$ cat src/rtl/controller_fetch_if.sv
// Bus bundle between the GPU/controller pins and controller_fetch.
// CONTROLLER_FETCH_EDGES_EN adds the newly-pressed button words.
interface controller_fetch_if #(
   parameter int NUM_BITS = 16
);
   logic                start_fetch_i;
   logic                controller_data_1_i;
   logic                controller_data_2_i;
   logic                controller_latch_o;
   logic                controller_clk_o;
   logic [NUM_BITS-1:0] buttons_1_o;
   logic [NUM_BITS-1:0] buttons_2_o;
   logic                valid_o;
   logic                busy_o;
`ifdef CONTROLLER_FETCH_EDGES_EN
   logic [NUM_BITS-1:0] pressed_1_o;
   logic [NUM_BITS-1:0] pressed_2_o;

   modport master (
      output start_fetch_i, controller_data_1_i, controller_data_2_i,
      input  controller_latch_o, controller_clk_o, buttons_1_o, buttons_2_o,
      input  valid_o, busy_o, pressed_1_o, pressed_2_o
   );
   modport slave (
      input  start_fetch_i, controller_data_1_i, controller_data_2_i,
      output controller_latch_o, controller_clk_o, buttons_1_o, buttons_2_o,
      output valid_o, busy_o, pressed_1_o, pressed_2_o
   );
`else
   modport master (
      output start_fetch_i, controller_data_1_i, controller_data_2_i,
      input  controller_latch_o, controller_clk_o, buttons_1_o, buttons_2_o,
      input  valid_o, busy_o
   );
   modport slave (
      input  start_fetch_i, controller_data_1_i, controller_data_2_i,
      output controller_latch_o, controller_clk_o, buttons_1_o, buttons_2_o,
      output valid_o, busy_o
   );
`endif
endinterface

$ cat src/rtl/controller_fetch.sv
// Serial reader for two SNES-style controllers: one latch + NUM_BITS clock pulses per GPU start edge.
// Define CONTROLLER_FETCH_EDGES_EN to add pressed_*_o (buttons newly pressed since the last fetch).
module controller_fetch #(
   parameter int LATCH_CYCLES = 151,
   parameter int HALF_PERIOD  = 76,
   parameter int NUM_BITS     = 16
) (
   input logic               gpu_clk,
   input logic               rst,
   controller_fetch_if.slave bus
);
   localparam int PH_MAX = (LATCH_CYCLES > HALF_PERIOD) ? LATCH_CYCLES : HALF_PERIOD;
   localparam int PH_W   = (PH_MAX > 1) ? $clog2(PH_MAX) : 1;
   localparam int IDX_W  = $clog2(NUM_BITS) + 1;
   localparam int SEL_W  = $clog2(NUM_BITS);

   localparam logic [PH_W-1:0]  LATCH_LOAD = PH_W'(LATCH_CYCLES - 1);
   localparam logic [PH_W-1:0]  HALF_LOAD  = PH_W'(HALF_PERIOD - 1);
   localparam logic [IDX_W-1:0] LAST_IDX   = IDX_W'(NUM_BITS);

   typedef enum logic [2:0] {IDLE, LATCH, LOW, HIGH, DONE} state_t;

   state_t              state, state_d;
   logic [PH_W-1:0]     ph_cnt;
   logic [IDX_W-1:0]    idx;
   logic                start_q, start_edge_q;
   logic                d1_meta, d1_sync, d2_meta, d2_sync;
   logic [NUM_BITS-1:0] shift_1, shift_2;
   logic                phase_last;
   logic                latch_d, clk_d, valid_d, busy_d;

   assign phase_last = (ph_cnt == '0);

   always_ff @(posedge gpu_clk or posedge rst) begin
      if (rst) state <= IDLE;
      else     state <= state_d;
   end

   // NOTE: every variable gets a default before the case so no latch is inferred.
   always_comb begin
      state_d = state;
      case (state)
         IDLE:    if (start_edge_q) state_d = LATCH;
         LATCH:   if (phase_last)   state_d = LOW;
         LOW:     if (phase_last)   state_d = HIGH;
         HIGH:    if (phase_last)   state_d = (idx < LAST_IDX) ? LOW : DONE;
         DONE:    state_d = IDLE;
         default: state_d = IDLE;
      endcase
      // Pin values are decoded from the next state so they change on the same edge as the state.
      latch_d = (state_d == LATCH);
      clk_d   = (state_d != LOW);
      valid_d = (state_d == DONE);
      busy_d  = (state_d != IDLE);
   end

   // NOTE: sequential state uses non-blocking assignments so all registers see pre-edge values.
   always_ff @(posedge gpu_clk or posedge rst) begin
      if (rst) begin
         start_q                <= 1'b0;
         start_edge_q           <= 1'b0;
         d1_meta                <= 1'b1;
         d1_sync                <= 1'b1;
         d2_meta                <= 1'b1;
         d2_sync                <= 1'b1;
         ph_cnt                 <= '0;
         idx                    <= '0;
         shift_1                <= '0;
         shift_2                <= '0;
         bus.controller_latch_o <= 1'b0;
         bus.controller_clk_o   <= 1'b1;
         bus.valid_o            <= 1'b0;
         bus.busy_o             <= 1'b0;
         bus.buttons_1_o        <= '0;
         bus.buttons_2_o        <= '0;
`ifdef CONTROLLER_FETCH_EDGES_EN
         bus.pressed_1_o        <= '0;
         bus.pressed_2_o        <= '0;
`endif
      end else begin
         start_q      <= bus.start_fetch_i;
         start_edge_q <= bus.start_fetch_i & ~start_q;
         d1_meta      <= bus.controller_data_1_i;
         d1_sync      <= d1_meta;
         d2_meta      <= bus.controller_data_2_i;
         d2_sync      <= d2_meta;

         bus.controller_latch_o <= latch_d;
         bus.controller_clk_o   <= clk_d;
         bus.valid_o            <= valid_d;
         bus.busy_o             <= busy_d;

         // Phase counter counts down from the reload value and parks at zero.
         if (state_d != state) begin
            case (state_d)
               LATCH:    ph_cnt <= LATCH_LOAD;
               LOW:      ph_cnt <= HALF_LOAD;
               HIGH:     ph_cnt <= HALF_LOAD;
               default:  ph_cnt <= '0;
            endcase
         end else if (!phase_last) begin
            ph_cnt <= ph_cnt - PH_W'(1);
         end

         if (state == IDLE && state_d == LATCH) idx <= '0;

         if (state == LATCH && phase_last) begin
            shift_1[0] <= d1_sync;
            shift_2[0] <= d2_sync;
            idx        <= IDX_W'(1);
         end

         if (state == HIGH && phase_last && idx < LAST_IDX) begin
            shift_1[idx[SEL_W-1:0]] <= d1_sync;
            shift_2[idx[SEL_W-1:0]] <= d2_sync;
            idx                     <= idx + IDX_W'(1);
         end

         // Buttons are active-low on the wire; publish only on DONE entry.
         if (state != DONE && state_d == DONE) begin
            bus.buttons_1_o <= ~shift_1;
            bus.buttons_2_o <= ~shift_2;
`ifdef CONTROLLER_FETCH_EDGES_EN
            bus.pressed_1_o <= ~shift_1 & ~bus.buttons_1_o;
            bus.pressed_2_o <= ~shift_2 & ~bus.buttons_2_o;
`endif
         end
      end
   end
endmodule

$ cat src/flat_wrapper.sv
// flat-port wrapper written by rule: the top's interface ports become plain ports
module controller_fetch_flat 
#(
   parameter int LATCH_CYCLES = 151,
   parameter int HALF_PERIOD  = 76,
   parameter int NUM_BITS     = 16
)
  (gpu_clk, rst, bus_start_fetch_i, bus_controller_data_1_i, bus_controller_data_2_i, bus_controller_latch_o, bus_controller_clk_o, bus_buttons_1_o, bus_buttons_2_o, bus_valid_o, bus_busy_o);
  controller_fetch_if #(.NUM_BITS(NUM_BITS)) bus_i ();
  input logic gpu_clk;
  input logic rst;
  input wire logic [$bits(bus_i.start_fetch_i)-1:0] bus_start_fetch_i;
  input wire logic [$bits(bus_i.controller_data_1_i)-1:0] bus_controller_data_1_i;
  input wire logic [$bits(bus_i.controller_data_2_i)-1:0] bus_controller_data_2_i;
  output wire logic [$bits(bus_i.controller_latch_o)-1:0] bus_controller_latch_o;
  output wire logic [$bits(bus_i.controller_clk_o)-1:0] bus_controller_clk_o;
  output wire logic [$bits(bus_i.buttons_1_o)-1:0] bus_buttons_1_o;
  output wire logic [$bits(bus_i.buttons_2_o)-1:0] bus_buttons_2_o;
  output wire logic [$bits(bus_i.valid_o)-1:0] bus_valid_o;
  output wire logic [$bits(bus_i.busy_o)-1:0] bus_busy_o;
  assign bus_i.start_fetch_i = bus_start_fetch_i;
  assign bus_i.controller_data_1_i = bus_controller_data_1_i;
  assign bus_i.controller_data_2_i = bus_controller_data_2_i;
  assign bus_controller_latch_o = bus_i.controller_latch_o;
  assign bus_controller_clk_o = bus_i.controller_clk_o;
  assign bus_buttons_1_o = bus_i.buttons_1_o;
  assign bus_buttons_2_o = bus_i.buttons_2_o;
  assign bus_valid_o = bus_i.valid_o;
  assign bus_busy_o = bus_i.busy_o;
  controller_fetch #(.LATCH_CYCLES(LATCH_CYCLES), .HALF_PERIOD(HALF_PERIOD), .NUM_BITS(NUM_BITS)) u_core (.gpu_clk(gpu_clk), .rst(rst), .bus(bus_i));
endmodule
$ cat config.mk
export PLATFORM = sky130hd
export DESIGN_NAME = controller_fetch_flat
export DESIGN_NICKNAME = d
export VERILOG_FILES = /design/src/rtl/controller_fetch_if.sv /design/src/rtl/controller_fetch.sv /design/src/flat_wrapper.sv
export SDC_FILE = /design/constraint.sdc
export NUM_CORES = 1
export LEC_CHECK = 0
export CORE_AREA = 4 4 121 123
export DETAILED_ROUTE_END_ITERATION = 16
export DIE_AREA = 0 0 125 127
export GPL_TIMING_DRIVEN = 0
export HOLD_SLACK_MARGIN = 0.12
export PLACE_DENSITY = 0.45
export SYNTH_ARGS = -nofsm -noshare
export SYNTH_HDL_FRONTEND = slang
export SYNTH_SLANG_ARGS = --single-unit
$ cat constraint.sdc
create_clock -name gpu_clk -period 2.6 [get_ports gpu_clk]
set_input_delay 0.39 -clock gpu_clk [delete_from_list [all_inputs] [get_ports gpu_clk]]
set_output_delay 0.39 -clock gpu_clk [all_outputs]
set_load 0.01 [all_outputs]
==> results of run 1 <==
-- worst register-to-register path, stage by stage, from the launching register on --
cell and delay, ps:
sky130_fd_sc_hd__dfrtp_1 390, sky130_fd_sc_hd__inv_1 100, sky130_fd_sc_hd__ha_1 220, sky130_fd_sc_hd__or3b_2 540
sky130_fd_sc_hd__nor4_4 440, sky130_fd_sc_hd__buf_6 210, sky130_fd_sc_hd__nand3_1 140, sky130_fd_sc_hd__mux2_2 300
-- kinds of logic after synthesis --
group                      synth area share (%)
and+or+nand+nor                            15.2
DFF                                        60.2
AOI/OAI and AO/OA                          8.68
muxes                                      10.2
buffers and inverters                      2.67
xor gates and xnor gates                   1.40
adders and majority gates                  1.67
-- final timing paths --
kind,startpoint,endpoint
max,u_core.ph_cnt[0],u_core.shift_1[3]
max reg2reg,u_core.ph_cnt[0],u_core.shift_1[3]
max in group asynchronous,rst,u_core.d1_sync
min in group asynchronous,rst,u_core.bus.controller_latch_o
min,u_core.d1_meta,u_core.d1_sync
min reg2reg,u_core.d1_meta,u_core.d1_sync
-- cell usage in the layout, fill, tap and decap left out, drive strengths merged, types with 2 or more instances in the layout --
| master | Yosys | final |
|---|---|---|
| a311oi | 3 | 3 |
| clkinvlp | 0 | 2 |
| nor3b | 2 | 2 |
| buf | 5 | 7 |
| nand4 | 4 | 4 |
| or2b | 2 | 2 |
| clkinv | 0 | 2 |
| xor2 | 3 | 3 |
| nand3 | 13 | 13 |
| nand3b | 3 | 3 |
| bufinv | 0 | 2 |
| a21oi | 5 | 5 |
| clkdlybuf4s50 | 0 | 40 |
| and3 | 2 | 2 |
| nand2 | 39 | 39 |
| nor3 | 6 | 6 |
| xnor2 | 3 | 3 |
| mux2 | 33 | 33 |
| nor2 | 11 | 11 |
| or4 | 2 | 2 |
| nor4 | 4 | 4 |
| nor2b | 6 | 6 |
| a211oi | 2 | 2 |
| o21ai | 39 | 39 |
| and2 | 3 | 3 |
| inv | 6 | 5 |
| ha | 5 | 5 |
| or2 | 2 | 2 |
| clkbuf | 11 | 22 |
| dfrtp | 85 | 85 |
| dfstp | 5 | 5 |
-- metrics by stage --
| step | power (W) | worst slack [ps] | hold slack, ps | std cells | util, % |
|---|---|---|---|---|---|
| after floorplan | 0.00203 | 376 | 345 | 317 | - |
| after global placement | 0.00217 | -53.1 | 347 | 537 | 32.0 |
| after detailed placement | 0.00219 | -55.3 | 347 | 539 | 32.3 |
| after CTS | 0.00361 | 58.7 | 355 | 555 | 34.7 |
| after global routing | 0.00376 | 16.2 | 361 | 555 | 34.8 |
| final | 0.00356 | 146 | 355 | 555 | 34.8 |
-- layout make-up --
cell class,count,area (sq um)
Fill cell,1414,8910
Sequential cell,90,2260
Multi-Input combinational cell,205,1410
Timing Repair Buffer,42,440
Clock buffer,11,243
Tap cell,180,225
Clock inverter,5,77.6
Buffer,16,77.6
Inverter,6,26.3
-- power breakdown --
part           internal, W  switching, W
registers          0.00152      0.000128
logic             0.000248      0.000273
clock network     0.000865      0.000529
total              0.00263      0.000930
-- flip-flops by register name, summed over array words and instances (netlist names), 3 cells and up --
| name | count |
|---|---|
| u_core.ph_cnt | 8 |
| u_core.shift_1 | 16 |
| u_core.state | 3 |
| u_core.bus.buttons_2_o | 16 |
| u_core.bus.buttons_1_o | 16 |
| u_core.idx | 5 |
| u_core.shift_2 | 16 |
-- repair_timing --
item	CTS	global route
pin swaps	0	2
resized for setup	1	1
endpoints found under the setup margin	21	6
gates cloned	0	0
hold buffers	0	0
-- per-layer routing --
metal	wire length (um)	global-route usage (%)	up-vias	part of all wire [%]
met5	0	0	-	0
met4	126	4.15	0	1.5
li1	-	-	1234	-
met1	3880	14.3	1265	47
met3	276	3.14	11	3.4
met2	3950	18.1	37	48
==> impl_summary.md, run 1 <==
Clock tree
The H-tree was split into 3 levels. For this design, the sink count on the clock tree is 90. The clock latency at the later pin of the worst-skew pair is ~340 ps. The cell sitting at the root of the clock tree is a sky130_fd_sc_hd__clkbuf_16.

The post-CTS setup buffer count is 0. TritonCTS built the clock tree. The number of buffers on the longest clock path is 2. The number of buffers inserted during clock tree synthesis is 9. The clock transition time at the flip-flop clock pins of the worst setup and hold paths is ~60 ps.

Floorplanning
The initial utilization of the core area, before any placement, comes to a little over a quarter. The floorplan step defined a die boundary enclosing between 15,000 and 20,000 sq um. In this run the standard cell core region covers 13,700 sq um. The standard-cell row count is 43. The die is around 130 um tall.

The floorplan step set the die width to 125 um. During I/O placement, the number of pins put on the boundary was 41.

Worst setup path
The total stage count of the critical path is 7. STA puts the critical path data arrival time at 2680 ps. The number of buffers and inverters on the critical path is 2. The nature of the critical path endpoint is a flop. Counting cells, the worst reg-to-reg path comes to 7. STA puts the critical path data required time at 2820 ps.

The signal on the critical path passes through inv_1, ha_1, or3b_2, nor4_4, buf_6, nand3_1, mux2_2. The peak fanout along the critical path is 10. The library cell contributing the largest single delay on the critical path is sky130_fd_sc_hd__or3b_2. The worst setup path is launched from a flop. The worst-case register-to-register setup slack is 150 ps.

The stage delay of the slowest cell on the critical path is between 500 and 600 ps. Among cell families on the critical path, the largest total delay comes from simple AND/OR/NAND/NOR gates. By startpoint and endpoint, the worst setup path is classified as reg2reg.

Flow run
Max-cap violations in this run came to 0.

GRT
The global route total overflow is 0. The via count of the first global-routing pass is between 2k and 3k. The first-pass GRT wire length is 14,100 um. The initial antenna violation count came to 0. The pin count of the biggest net entering global routing is 38. Global routing consumed, over all layers together, 11.2% of the routing resources.

Routing
The wire length reported by the detailed router is 8230 um. The number of optimization iterations in the first detailed-route pass is 4. Using the TritonRoute via totals, the vias-per-cell ratio works out to 4.59. The number of nets with antenna violations after routing is 0.

The number of remaining DRC errors is 0. The detailed router finished its first iteration with around 110 violations. Dividing the detail-routed wire length by the instance count gives 14.8 um. The total number of vias is 2,547.

Logic synthesis
For this run, asynchronously set or reset flops after synthesis account for 100%. Counting flops with a built-in enable in the synthesized netlist gives 0. The synthesis-stage register bit count is 90. Yosys printed 0 warnings. After synthesis the cells add up to 3750 sq um. The cell type contributing the most total cell area after synthesis is sky130_fd_sc_hd__dfrtp_1.

In the synthesized netlist, the cells that appear most often are sky130_fd_sc_hd__dfrtp_1, sky130_fd_sc_hd__nand2_1, sky130_fd_sc_hd__o21ai_0, sky130_fd_sc_hd__mux2_2, sky130_fd_sc_hd__nand3_1. Sequential elements use 60.2% of the synthesized area. In the synthesized netlist the dominant register cell turns out to be sky130_fd_sc_hd__dfrtp_1. The most frequent cell after synthesis is sky130_fd_sc_hd__dfrtp_1. Ranked by total cell area, the synthesized netlist is headed by sky130_fd_sc_hd__dfrtp_1, sky130_fd_sc_hd__mux2_2, sky130_fd_sc_hd__o21ai_0, sky130_fd_sc_hd__nand2_1, sky130_fd_sc_hd__dfstp_2. The area share of the largest cell type after synthesis is 56.7%. Synthesis handed over a netlist of 317 instances. The post-synthesis average cell area is 11.8 sq um. The number of nets in the synthesized netlist is approximately 330. The number of distinct library cells after synthesis is 47.

Final layout
In the final layout, the share of cells above drive strength 1 is 20.0%. After the last flow step, the layout net total stands at 380. The finished layout cell area is 4750 sq um.

The area overhead of the layout relative to synthesis is 26.8%. The repair_antennas step left the layout with diodes totalling 0.

Power
The static leakage is 2.07 nW. The power density normalized to cell area is 749 nW/um^2. The worst-case IR drop observed on VDD is a little under 0.3 mV.

Min path
The cell depth of the worst min-delay path is 0. The class of the tightest hold or removal check is reg2reg.

STA
Adding up every negative setup slack in the final design gives 0 ps. At the pin with the least slew margin, the transition time is roughly 830 ps. The smallest clock period supported by the final layout is computed as 2450 ps. The final-report setup violation count is 0.

The final worst-path cycle share is 94.4%. Measured against its own limit, the worst slew margin works out to 44.6%. The setup clock skew after layout is ~8.7 ps.

The highest clock frequency the design can meet is 407 MHz. The final-report hold violation count is 0. The number of pins exceeding their max-slew limit in the final report is 0. Setup repair after global routing left no endpoint under its margin.

Placed design
The cell area reported after detailed placement is 4420 sq um. The total half-perimeter wirelength after legalization and detailed placement is a little under 6000 um. The number of buffers inserted by port buffering is 40. The placer congestion estimate is 0.772.

Outcome
The flow ran to the end, and the final reports show no timing, DRC or antenna violations.
Note: power is estimated with default switching activity, not from simulation.
==> run 2: changes to the inputs <==
--- a/config.mk
+++ b/config.mk
@@ -11,6 +11,7 @@
 export GPL_TIMING_DRIVEN = 0
 export HOLD_SLACK_MARGIN = 0.12
 export PLACE_DENSITY = 0.45
+export SLEW_MARGIN = 25
 export SYNTH_ARGS = -nofsm -noshare
 export SYNTH_HDL_FRONTEND = slang
 export SYNTH_SLANG_ARGS = --single-unit
==> run 2 against run 1 <==
  * Count of clock-buffer cells in the layout fell by 1
  * Maximum frequency rose by 2.6%
  * Utilization rose by 0.37 points
  * Global-route usage barely moved
  * Combinational power rose by 2%
  * Critical path type unchanged
  * Largest cell class unchanged
==> impl_summary.md, run 2 (same netlist as run 1, synthesis figures left out) <==
Final layout
The library cells used most frequently in the layout, excluding fill and tap cells, are sky130_fd_sc_hd__dfrtp_1, sky130_fd_sc_hd__clkdlybuf4s50_1, sky130_fd_sc_hd__o21ai_0, sky130_fd_sc_hd__nand2_1, sky130_fd_sc_hd__mux2_2. The end-of-flow core utilization is 35.1% (+0.37 points). The area used by multi-input combinational logic was 1410 sq um (unchanged). The share of cells above drive strength 1 is 20.6% (+0.63 points).

The net total in the final layout is 384 (+1.1%). Leaving out fill and tap cells, the most frequent cell in the layout is sky130_fd_sc_hd__dfrtp_1. The area overhead of the layout relative to synthesis is 28.1%. The sequential cell area in the final layout is 2260 sq um (unchanged). The fill cell total of the finished layout is 1,403 (-0.78%).

The number of antenna repair diodes is 0 (unchanged).

Worst setup path
The peak fanout along the critical path is 10 (unchanged). The stage delay of the slowest cell on the critical path is 530 ps (about the same). The endpoint of the worst-slack reg-to-reg timing path is u_core.shift_2[3]. The signal arrival time at the worst endpoint came to 2620 ps (-60 ps).

The critical path buffer and inverter count is 3 (+1). The origin of the worst setup path is u_core.ph_cnt[0]. The end point of the critical path is u_core.shift_2[3]. The required time at the endpoint of the critical path is 2830 ps (about the same). The signal on the critical path passes through inv_1, ha_1, or3b_2, nor4_4, buf_4, buf_6, nand3_1, mux2_2.

The launch instance of the worst register-to-register path is u_core.ph_cnt[0]. The length in cells of the worst reg-to-reg path is 8 (+1). STA classifies the critical path endpoint as a flop. The total stage count of the critical path is 8 (+1). The worst-case register-to-register setup slack is 210 ps (+60 ps). The critical setup path kind is reg2reg.

Grouping stages by cell kind, the critical path spends the most delay in simple AND/OR/NAND/NOR gates. The library cell contributing the largest single delay on the critical path is sky130_fd_sc_hd__or3b_2. The nature of the critical path startpoint is a flop.

Outcome
The run finished with clean final reports.

Routing
The wire length per cell is 14.7 um (-0.66%). The number of remaining DRC errors is 0 (unchanged). The total number of vias came to 2,560 (+0.51%). The number of DRC markers in iteration 0 is 111 (+1.8%). The number of optimization iterations in the first detailed-route pass is 4 (unchanged).

The number of nets with antenna violations after routing is 0 (unchanged). The number of vias per cell after detailed routing is 4.59 (about the same). The wire length reported by the detailed router is 8220 um (-0.12%).

Floorplanning
The standard-cell row count is 43 (unchanged). The initial cell density of the core is 27.4% (unchanged). The overall die area came to 15,900 sq um (unchanged). The number of top-level pins is 41 (unchanged). The die span in y is 127 um (unchanged). The total core area is 13,700 sq um (unchanged). The die outline width is 125 um (unchanged).

Clock tree
The clock transition time at the flip-flop clock pins of the worst setup and hold paths is 60 ps (about the same). The number of buffers inserted during clock tree synthesis came to 9 (unchanged). The number of buffers on the longest clock path came to 2 (unchanged). The clock sink total is 90 (unchanged). The clock latency at the later pin of the worst-skew pair is 340 ps (about the same).

The clock tree from TritonCTS is built. In this run the clock root is driven by a sky130_fd_sc_hd__clkbuf_16. The number of H-tree branching levels was 3 (unchanged).

STA
The tightest slew margin relative to the limit came to 45.4% (+0.81 points). The final-report hold violation count is 0 (unchanged). The final worst-path cycle share is 92.0% (-2.4 points). The transition time of the tightest slew-check pin was 813 ps (-15.9 ps). The number of pins exceeding their max-slew limit in the final report was 0 (unchanged). The post-route minimum period was 2390 ps (-63.0 ps).

The final sum of negative setup slack is 0 ps (unchanged). The highest clock frequency the design can meet is 418 MHz (+2.6%). The final-report setup violation count came to 0 (unchanged). Setup repair after global routing left no endpoint under its margin. The setup clock skew after layout came to 8.32 ps (-0.333 ps). The setup slack after layout is 209 ps (+63.0 ps).

GRT
The pin count of the biggest net entering global routing is 31 (-18%). The initial antenna violation count is 0 (unchanged). The via count of the first global-routing pass is 2,670 (+1.4%). The combined global-route utilization of all metal layers is 11.1% (-0.046 points). The first-pass GRT wire length is 14,000 um (-0.69%). The global route total overflow was 0 (unchanged).

Power
The static leakage is 2.10 nW (+1.5%). The overall power came to 0.00354 W (-0.61%). The largest vdd supply drop came to 0.353 mV (+22%). The power density normalized to cell area is 736 nW/um^2 (-1.6%).

Min path
The min-delay analysis places its worst path in the category reg2reg. The cell depth of the worst min-delay path is 0 (unchanged).

Flow run
The number of max-capacitance violations reported was 0 (unchanged).

Placed design
The pre-CTS worst setup slack is -40.4 ps (+14.9 ps). The placer congestion estimate is 0.772 (unchanged). The total half-perimeter wirelength after legalization and detailed placement is 5990 um (+0.32%). The number of buffers inserted by port buffering is 40 (unchanged).
==> run 2: cell types whose count changed in the layout (fill, tap and decap cells not counted) <==
cell and delta:
sky130_fd_sc_hd__buf_12 +1, sky130_fd_sc_hd__buf_4 +2, sky130_fd_sc_hd__buf_16 +1, sky130_fd_sc_hd__clkbuf_8 -1
sky130_fd_sc_hd__inv_6 +1, sky130_fd_sc_hd__clkinvlp_4 -1
==> run 2: repair_timing <==
item,CTS,global route
resized for setup,1,1
hold buffers,0,0
endpoints found under the setup margin,18,12
buffers inserted,0,3
pin swaps,1,2
==> run 2: worst reg2reg max path, stage by stage (launching register included) <==
cell and delay (ps):
sky130_fd_sc_hd__dfrtp_1 390, sky130_fd_sc_hd__inv_1 100, sky130_fd_sc_hd__ha_1 220, sky130_fd_sc_hd__or3b_2 530
sky130_fd_sc_hd__nor4_4 260, sky130_fd_sc_hd__buf_4 180, sky130_fd_sc_hd__buf_6 150, sky130_fd_sc_hd__nand3_1 150
sky130_fd_sc_hd__mux2_2 310
==> run 2: layout make-up <==
cell class,instances,area share [%]
multi-input combinational,205,29.3
buffer,16,1.62
inverter,6,0.547
sequential,90,47.0
clock inverter,5,1.64
tap,180,4.69
clock buffer,10,4.77
timing repair buffer,46,10.5
==> run 2: per-layer routing <==
| metal | global-route usage (%) | wire [um] |
|---|---|---|
| met1 | 14.1 | 3810 |
| met2 | 18.1 | 3980 |
| met3 | 2.76 | 267 |
| met4 | 4.78 | 161 |
| met5 | 0 | 0 |
==> run 2: per-stage QoR <==
step | area [sq um] | instances | hold slack, ps
5_1_grt | 4800 | 558 | 361
4_1_cts | 4760 | 555 | 355
2_1_floorplan | 3750 | 317 | 345
3_5_place_dp | 4450 | 540 | 347
3_3_place_gp | 4380 | 537 | 347
6_report | 4800 | 558 | 356
==> run 2: worst min path at each step <==
stage                               from             end
after global routing      u_core.d2_meta  u_core.d2_sync
final                     u_core.d1_meta  u_core.d1_sync
after detailed placement  u_core.d2_meta  u_core.d2_sync
after CTS                 u_core.d2_meta  u_core.d2_sync
after floorplan           u_core.d1_meta  u_core.d1_sync
after global placement    u_core.d1_meta  u_core.d1_sync
==> run 2: report_power, final <==
| group | switching (W) | internal (W) | leakage, nW | total, W |
|---|---|---|---|---|
| sequential | 0.000129 | 0.00152 | 1.20 | 0.00164 |
| clock | 0.000527 | 0.000837 | 0.153 | 0.00136 |
| combinational | 0.000276 | 0.000253 | 0.741 | 0.000529 |
| total | 0.000932 | 0.00261 | 2.10 | 0.00354 |
==> run 3: changes to the inputs <==
--- a/config.mk
+++ b/config.mk
@@ -5,12 +5,12 @@
 export SDC_FILE = /design/constraint.sdc
 export NUM_CORES = 1
 export LEC_CHECK = 0
-export CORE_AREA = 4 4 121 123
+export CORE_AREA = 4 4 128 130
 export DETAILED_ROUTE_END_ITERATION = 16
-export DIE_AREA = 0 0 125 127
+export DIE_AREA = 0 0 132 134
 export GPL_TIMING_DRIVEN = 0
 export HOLD_SLACK_MARGIN = 0.12
-export PLACE_DENSITY = 0.45
+export PLACE_DENSITY = 0.42
 export SLEW_MARGIN = 25
 export SYNTH_ARGS = -nofsm -noshare
 export SYNTH_HDL_FRONTEND = slang
==> run 3 against run 2 <==
  * Flip-flop and latch count unchanged
  * Clock power decreased by 9.6%
  * Largest cell class unchanged
  * Clock skew increased by 0.67 ps
  * Global-route usage decreased by 0.93 points
==> impl_summary.md, run 3 (same netlist as run 1, synthesis figures left out) <==
STA
The final-report hold violation count came to 0 (unchanged). The transition time of the tightest slew-check pin was 801 ps (-11.7 ps). The final-report setup violation count came to 0 (unchanged).

Setup repair after global routing left no endpoint under its margin. The worst hold margin is 357 ps (+1.62 ps). The number of pins exceeding their max-slew limit in the final report is 0 (unchanged). The tightest slew margin relative to the limit is 46.2% (+0.79 points). The setup slack after layout is 123 ps (-85.8 ps). The post-route minimum period is 2480 ps (+85.8 ps). The highest clock frequency the design can meet came to 404 MHz (-3.5%). The final worst-path cycle share was 95.3% (+3.3 points). The setup clock skew after layout came to 9.00 ps (+0.672 ps).

Clock tree
TritonCTS built the clock tree. The clock transition time at the flip-flop clock pins of the worst setup and hold paths is 60 ps (about the same). The clock sink total is 90 (unchanged).

Clock tree synthesis selected as its root buffer the cell sky130_fd_sc_hd__clkbuf_16. The number of buffers on the longest clock path is 2 (unchanged). The number of H-tree branching levels is 3 (unchanged).

The post-CTS setup buffer count is 0 (unchanged). The number of buffers inserted during clock tree synthesis is 9 (unchanged). The clock latency at the later pin of the worst-skew pair is 340 ps (about the same).

Worst setup path
The critical path in this run is classified as reg2reg. Among all stages on the critical path, the largest delay is contributed by sky130_fd_sc_hd__or3b_2. The nature of the critical path endpoint is a flop. The required time at the endpoint of the critical path came to 2830 ps (about the same). The nature of the critical path startpoint is a flop.

The worst register-to-register path ends at u_core.shift_1[4]. The signal arrival time at the worst endpoint is 2710 ps (+90 ps). The launch instance of the worst register-to-register path is u_core.ph_cnt[0]. The length in cells of the worst reg-to-reg path is 7 (-1). The peak fanout along the critical path is 10 (unchanged). The critical path buffer and inverter count is 2 (-1). The worst-case register-to-register setup slack is 120 ps (-90 ps). The dominant delay contributor by cell family on the critical path is simple AND/OR/NAND/NOR gates. The stage delay of the slowest cell on the critical path is 540 ps (about the same). The critical path goes through inv_1, ha_1, or3b_2, nor4_4, buf_6, nand3_1, mux2_2.

Routing
The number of remaining DRC errors is 0 (unchanged). The wire length reported by the detailed router was 8530 um (+3.7%). The top routing layer in use is met4. The total number of vias was 2,515 (-1.8%). The number of DRC markers in iteration 0 is 65 (-41%). The met3 routed wirelength is 374 um (+40%). The number of nets with antenna violations after routing came to 0 (unchanged). The number of vias per cell after detailed routing is 4.46 (-2.8%). The met2 layer wire length in the routed design is 4010 um (+0.63%). The detailed-routing wirelength on met1 came to 3990 um (+4.8%). The wire length per cell is 15.1 um (+2.6%). The number of optimization iterations in the first detailed-route pass was 4 (unchanged).

Final layout
The share of cells above drive strength 1 is 20.2% (-0.42 points). The number of antenna repair diodes is 0 (unchanged). The net total in the final layout came to 381 (-0.78%). Leaving out fill and tap cells, the most frequent cell in the layout is sky130_fd_sc_hd__dfrtp_1. The area overhead of the layout relative to synthesis is 26.8%. Leaving out fill and tap cells, the most frequent cells in the layout are sky130_fd_sc_hd__dfrtp_1, sky130_fd_sc_hd__clkdlybuf4s50_1, sky130_fd_sc_hd__o21ai_0, sky130_fd_sc_hd__nand2_1, sky130_fd_sc_hd__mux2_2. The fill cell total of the finished layout is 1,532 (+9.2%).

Power
The static leakage is 2.06 nW (-1.8%). The largest vdd supply drop is 0.289 mV (-18%). The power density normalized to cell area was 718 nW/um^2 (-2.6%).

The overall power came to 0.00341 W (-3.6%).

Placed design
The number of buffers inserted by port buffering is 40 (unchanged). The placer congestion estimate is 0.749 (-3.0%). The total half-perimeter wirelength after legalization and detailed placement is 6050 um (+1.0%). The pre-CTS worst setup slack is -43.2 ps (-2.78 ps).

GRT
The combined global-route utilization of all metal layers came to 10.2% (-0.93 points). The pin count of the biggest net entering global routing is 32 (+3.2%). The first-pass GRT wire length is 14,200 um (+0.73%).

The via count of the first global-routing pass came to 2,586 (-3.1%). The initial antenna violation count came to 0 (unchanged). The global route total overflow is 0 (unchanged).

Outcome
The run finished with clean final reports.

Floorplanning
The standard-cell row count is 45 (+4.7%). The number of top-level pins is 41 (unchanged). The die outline width was 132 um (+5.6%). The die span in y is 134 um (+5.5%).

The total core area is 15,100 sq um (+11%). The initial cell density of the core is 24.8% (-2.7 points). The overall die area is 17,700 sq um (+11%).

Min path
The start point of the worst hold path is u_core.d1_meta. The worst hold path belongs to the class reg2reg. The cell depth of the worst min-delay path is 0 (unchanged). For hold timing, the worst endpoint is u_core.d1_sync.

Flow run
The number of max-capacitance violations reported is 0 (unchanged).
run 3: cell type report:
cell class / instances / area, sq um / share of cell area [%]
flip-flops and latches: 90 / 2260 / 47.5
multi-input cells: 205 / 1410 / 29.6
inverters: 6 / 26.3 / 0.553
well taps: 188 / 235 / 4.95
clock buffers: 11 / 243 / 5.11
plain buffers: 16 / 77.6 / 1.63
clock inverters: 5 / 38.8 / 0.816
repair buffers: 43 / 468 / 9.85
run 3: layer usage:
| metal | up-vias | global-route usage (%) |
|---|---|---|
| li1 | 1230 | - |
| met1 | 1220 | 12.8 |
| met5 | - | 0 |
| met3 | 15 | 3.79 |
| met2 | 50 | 16.3 |
| met4 | 0 | 3.33 |
run 3: worst max-delay path by stage:
stage / to / cells after the start / from
6_report: u_core.shift_1[4] / 7 / u_core.ph_cnt[0]
5_1_grt: u_core.shift_1[5] / 7 / u_core.ph_cnt[0]
4_1_cts: u_core.ph_cnt[3] / 6 / u_core.ph_cnt[0]
3_5_place_dp: u_core.bus.buttons_2_o[15] / 5 / u_core.ph_cnt[4]
3_3_place_gp: u_core.ph_cnt[3] / 4 / u_core.ph_cnt[4]
2_1_floorplan: u_core.shift_1[4] / 7 / u_core.ph_cnt[0]
run 3: what timing repair did:
action,4_1_cts,5_1_grt
resized for setup,1,1
setup endpoints to repair,29,5
pin swaps,0,1
hold buffers,0,0
run 3: per-stage QoR:
stage          setup TNS (ps)  cells  utilization, %  area (sq um)
2_1_floorplan               0    317               -          3750
5_1_grt                     0    564            31.4          4750
4_1_cts                     0    564            31.3          4750
3_3_place_gp             -679    545            29.0          4390
6_report                    0    564            31.4          4750
3_5_place_dp             -750    548            29.4          4460
run 3: power by group:
group          internal (W)  switching (W)
registers           0.00152       0.000135
logic              0.000252       0.000280
clock network      0.000679       0.000549
total               0.00245       0.000964
